`src/rtl/clock_enable_pkg.sv`:
```
// Shared constants for the clock enable bank: default widths, reset divisor
// and the named divisors used by the board-level consumers (100 MHz base clock).
package clock_enable_pkg;

  localparam int unsigned CNT_W_DEFAULT     = 24;
  localparam int unsigned RESET_DIV_DEFAULT = 12500;

  // Named divisors for the standard consumers of the bank
  localparam int unsigned DIV_PIXEL    = 4;        // 25 MHz pixel enable
  localparam int unsigned DIV_GAME     = 1666667;  // 60 Hz game update
  localparam int unsigned DIV_SEG      = 12500;    // display mux rate
  localparam int unsigned DIV_DEBOUNCE = 500000;   // debounce sample rate

endpackage

```
`src/rtl/clock_enable_channel.sv`:
```
// One divider channel: counter, one-cycle tick enable and toggled square wave.
// The divisor is loadable at runtime; a divisor of zero halts the channel.
module clock_enable_channel
  import clock_enable_pkg::*;
#(
  parameter int unsigned CNT_W     = CNT_W_DEFAULT,
  parameter int unsigned RESET_DIV = RESET_DIV_DEFAULT
) (
  input  logic             clk_i,
  input  logic             rst_i,
  input  logic             en_i,
  input  logic             sync_i,
  input  logic             load_i,
  input  logic [CNT_W-1:0] div_i,
  output logic             tick_o,
  output logic             clk_o,
  output logic             active_o
);

  localparam logic [CNT_W-1:0] RST_DIV = CNT_W'(RESET_DIV);

  logic [CNT_W-1:0] div_q, div_d;
  logic [CNT_W-1:0] cnt_q, cnt_d;
  logic             tick_q, tick_d;
  logic             clk_q, clk_d;
  logic             active_q, active_d;

  // Next-state: load beats sync, sync beats the run enable, then normal count
  always_comb begin
    div_d    = div_q;
    cnt_d    = cnt_q;
    tick_d   = 1'b0;
    clk_d    = clk_q;
    active_d = active_q;
    if (load_i) begin
      div_d    = div_i;
      cnt_d    = '0;
      clk_d    = 1'b0;
      active_d = (div_i != '0);
    end else if (sync_i) begin
      cnt_d = '0;
      clk_d = 1'b0;
    end else if (!en_i) begin
      cnt_d = cnt_q;
    end else if (div_q == '0) begin
      cnt_d = '0;
    end else if (cnt_q == div_q - CNT_W'(1)) begin
      cnt_d  = '0;
      tick_d = 1'b1;
      clk_d  = ~clk_q;
    end else begin
      cnt_d = cnt_q + CNT_W'(1);
    end
  end

  // State registers with synchronous reset to the reset divisor
  always_ff @(posedge clk_i) begin
    if (rst_i) begin
      div_q    <= RST_DIV;
      cnt_q    <= '0;
      tick_q   <= 1'b0;
      clk_q    <= 1'b0;
      active_q <= (RST_DIV != '0);
    end else begin
      div_q    <= div_d;
      cnt_q    <= cnt_d;
      tick_q   <= tick_d;
      clk_q    <= clk_d;
      active_q <= active_d;
    end
  end

  assign tick_o   = tick_q;
  assign clk_o    = clk_q;
  assign active_o = active_q;

endmodule

```
`src/rtl/clock_enable_bank.sv`:
```
// Multi-channel clock enable bank: NUM_CH independent divider channels sharing
// one clock, run enable, phase-align pulse and reset. clk_out is a registered
// enable/pin signal and is never used as a clock.
module clock_enable_bank
  import clock_enable_pkg::*;
#(
  parameter int unsigned NUM_CH    = 3,
  parameter int unsigned CNT_W     = CNT_W_DEFAULT,
  parameter int unsigned RESET_DIV = RESET_DIV_DEFAULT
) (
  input  logic                    clk_in,
  input  logic                    rst,
  input  logic                    en,
  input  logic                    sync,
  input  logic [NUM_CH*CNT_W-1:0] div_in,
  input  logic [NUM_CH-1:0]       div_load,
  output logic [NUM_CH-1:0]       tick,
  output logic [NUM_CH-1:0]       clk_out,
  output logic [NUM_CH-1:0]       active
);

  // One channel per divisor slice
  for (genvar i = 0; i < int'(NUM_CH); i++) begin : g_ch
    clock_enable_channel #(
      .CNT_W     (CNT_W),
      .RESET_DIV (RESET_DIV)
    ) u_ch (
      .clk_i    (clk_in),
      .rst_i    (rst),
      .en_i     (en),
      .sync_i   (sync),
      .load_i   (div_load[i]),
      .div_i    (div_in[i*CNT_W +: CNT_W]),
      .tick_o   (tick[i]),
      .clk_o    (clk_out[i]),
      .active_o (active[i])
    );
  end

endmodule

```
`config.mk`:
```
export PLATFORM = sky130hd
export DESIGN_NAME = clock_enable_bank
export DESIGN_NICKNAME = d
export VERILOG_FILES = /design/src/rtl/clock_enable_pkg.sv /design/src/rtl/clock_enable_channel.sv /design/src/rtl/clock_enable_bank.sv
export SDC_FILE = /design/constraint.sdc
export NUM_CORES = 1
export LEC_CHECK = 0
export CAP_MARGIN = 20
export CORE_AREA = 2 2 130 144
export CTS_BUF_LIST = sky130_fd_sc_hd__clkbuf_2 sky130_fd_sc_hd__clkbuf_4 sky130_fd_sc_hd__clkbuf_8
export CTS_CLUSTER_DIAMETER = 40
export DETAILED_ROUTE_END_ITERATION = 6
export DIE_AREA = 0 0 132 146
export PLACE_DENSITY = 0.86
export SETUP_SLACK_MARGIN = 0.1
export SYNTH_ARGS = -nofsm -noshare
export SYNTH_HDL_FRONTEND = slang
export SYNTH_SLANG_ARGS = --single-unit
```
`constraint.sdc`:
```
create_clock -name clk_in -period 3.41 [get_ports clk_in]
set_clock_uncertainty 0.1 [all_clocks]
set_input_delay 0.5115 -clock clk_in [delete_from_list [all_inputs] [get_ports clk_in]]
set_output_delay 0.5115 -clock clk_in [all_outputs]
set_load 0.01 [all_outputs]
```
==> run metrics <==
status=finished, final reports clean; Worst Setup End Kind=flip-flop; HPWL after DPL=19.1 mm; Worst Max-Slew Pin Slew=0.892 ns; # nets final=1346; CTS Root Cell=clkbuf_8; post-route antenna net violation count=0; crit path kind=flip-flop to flip-flop; RD Place Congestion=0.955; Synth Area in Compound Gates=0.126; VDD IR max=0.000286 V; final core area utilization=0.639; P per Cell Area=356 nW/µm²; DR WL/cell=17.6 µm; post-synthesis simple-gate area fraction=0.309; grt total ovfl=0; Slowest cell on crit path=or4_4; fillers=1445; Die Ht=146 µm; Via density=6.20; CP Launch Type=flip-flop; IO Port Bufs=87; CP Max Fanout=7; Ports=88; Antenna Cells=0; Post-synth top cells=dfxtp_1, nor2_1, nand2_1; max-cap violation count=0; Cell variety after synth=73; Clk Latency, worst-skew pair=0.46 ns; Placed Area=10600 µm²; pre-CTS setup slack=-0.0507 ns; share of the yosys chip area belonging to registers=0.324; die footprint=19300 µm²; CTS H-tree depth=4; leakage power=0.00420 µW; worst-case clock buffer depth=2; cell with the most instances after synthesis=dfxtp_1; # rows=51; routed vias=9380; top cells by area, synth=dfxtp_1, mux2i_1, xnor2_1; Initial Util=0.536; dpl cells=1467; post-route cell area=11300 µm²; Syn Nets=1264; Period minus WS final=3.23 ns; proportion of layout cells with a drive suffix above 1=0.106; proportion of synthesized area in mux cells=0.0841; Synth Cell Area=9470 µm²; area grow syn2layout=19.3%; Hold Crit Class=flip-flop to flip-flop; pin count of the biggest net entering global routing=39; final hold vios=0; chip width=132 µm; first-pass GRT wire length=42.8 mm; initial antenna violation count=0; CTS buffer count=17; CTS tree=done; number of synthesized flops with an enable pin=0; Slew Limit Fails=0; DRC Markers=0; final period utilization=0.947; main combinational cell family by area after synthesis=simple AND/OR/NAND/NOR gates; first-iteration detailed-routing DRC count=926; CP Cell Sequence=nor4_4 -> buf_4 -> nand4_1 -> buf_4 -> nor3_2 -> xnor2_1 -> or4_4 -> nor4b_4 -> nand3b_4 -> and2b_1 -> mux2_4; Max Clock Freq=0.310 GHz; async set-reset flop share out of synthesis=0; final worst slack=0.181 ns; max-slew headroom at the worst pin=0.405; Sum Neg Setup Slack=0 ns; RSZ-0062 raised after global routing=true; Main synth FF type=dfxtp_1; most area-hungry cell type in the Yosys netlist=dfxtp_1; Critical Path RT=3.67 ns; yosys warns=0; GRT Overall Usage=0.268; area of the core=17700 µm²; Setup violations, final=0; Worst path most repeated cell=buf_4; Worst-path clk slew=0.08 ns; Final Non-Filler Cells=1512; drt first pass iters=5; Crit path arrival time=3.49 ns; Critical Path Max Stage Delay=0.57 ns; CTS sink count=153; overall routed net length=26.6 mm; Cells after Synth=1179; register bit total from synthesis=153; Syn Area/Cell=8.03 µm²; vias in the first global route=8618; Post-Synth Adder-Cell Area=0.00793; Synth top area share=0.324; Post-Synth XOR/XNOR Area=0.104
flip-flops by register name, summed over array words and instances, names as in the netlist:
register / cells
g_ch.u_ch.active_o: 3
g_ch.u_ch.div_q: 72
g_ch.u_ch.clk_o: 3
g_ch.u_ch.tick_o: 3
g_ch.u_ch.cnt_q: 72
through the flow:
stage          power [µW]  hold slack, ns
3_3_place_gp         2460           0.362
6_report             4020           0.388
4_1_cts              4010           0.371
2_1_floorplan        2250           0.352
3_5_place_dp         2470           0.373
5_1_grt              4170           0.396
layout by cell type (no fill, tap or decap), drive strengths merged, types with 6 or more instances in the layout:
| master | netlist | final |
|---|---|---|
| nor3 | 53 | 53 |
| o311ai | 10 | 10 |
| o211ai | 16 | 16 |
| inv | 24 | 25 |
| mux2i | 78 | 78 |
| o21a | 6 | 6 |
| nor4b | 10 | 10 |
| nand2b | 7 | 7 |
| ha | 6 | 6 |
| a22o | 9 | 9 |
| a21o | 7 | 7 |
| and2 | 11 | 11 |
| or3 | 15 | 15 |
| xor2 | 47 | 47 |
| nand4 | 45 | 45 |
| buf | 24 | 55 |
| a211oi | 7 | 7 |
| a21oi | 26 | 26 |
| nand2 | 108 | 108 |
| nand3b | 12 | 12 |
| nand3 | 58 | 58 |
| or4 | 10 | 10 |
| or2 | 8 | 8 |
| and3 | 26 | 26 |
| clkdlybuf4s50 | 0 | 86 |
| dfxtp | 153 | 153 |
| nor3b | 7 | 7 |
| nor4 | 33 | 33 |
| xnor2 | 65 | 65 |
| nor2 | 125 | 125 |
| o21ai | 32 | 32 |
| and4 | 8 | 8 |
| clkbuf | 54 | 21 |
| a31oi | 19 | 19 |
cell type report:
type,count,area [µm²],area share
Multi-Input combinational cell,924,6110,0.541
Sequential cell,153,3070,0.272
Clock buffer,21,277,0.0245
Clock inverter,11,169,0.0150
Tap cell,238,298,0.0264
Inverter,24,90.1,0.00798
Timing Repair Buffer,141,1280,0.114
report_power, final:
part	internal [µW]	total, µW	switching, µW
clock	853	1550	696
combinational	267	545	278
sequential	1840	1920	84.4
total	2960	4020	1060
worst paths after layout:
kind | from | to | slack (ns) | depth (start not counted)
worst max-delay path | g_ch[1].u_ch.div_q[4]$_SDFFE_PP1P_ | g_ch[1].u_ch.cnt_q[9]$_SDFFE_PP0P_ | 0.18 | 11
worst max register to register | g_ch[1].u_ch.div_q[4]$_SDFFE_PP1P_ | g_ch[1].u_ch.cnt_q[9]$_SDFFE_PP0P_ | 0.18 | 11
worst min-delay path | g_ch[1].u_ch.active_o$_SDFFE_PP1P_ | g_ch[1].u_ch.active_o$_SDFFE_PP1P_ | 0.39 | 2
worst min register to register | g_ch[1].u_ch.active_o$_SDFFE_PP1P_ | g_ch[1].u_ch.active_o$_SDFFE_PP1P_ | 0.39 | 2
worst max-delay path: cells and delay by family, from the launching register on:
kind          cells  cell delay [ns]
simple gates      7             1.92
xor+xnor          1             0.11
buf+inv           2             0.39
flops             1             0.35
mux               1             0.26
cells by family after synthesis:
kind of cell,count (synthesis)
AND/OR/NAND/NOR,554
flip-flops,153
multiplexers,79
buffers and inverters,102
XOR/XNOR,112
adder cells (fa/ha/maj),6
AO/OA/AOI/OAI,173
repair_timing:
action / CTS / global route
pin swaps: 2 / 19
resized for setup: 8 / 35
hold buffers: 0 / 0
setup buffers: 2 / 9
cloned: 0 / 2
endpoints found under the setup margin: 23 / 63
layer usage:
| metal | vias to the layer above | global-route usage | part of all wire |
|---|---|---|---|
| met1 | 4439 | 0.347 | 0.42 |
| met4 | 0 | 0.0897 | 0.029 |
| met3 | 78 | 0.0453 | 0.070 |
| met2 | 406 | 0.452 | 0.48 |
| met5 | - | 0 | 0 |
| li1 | 4457 | - | - |
Power figures use the tool's default switching activity.
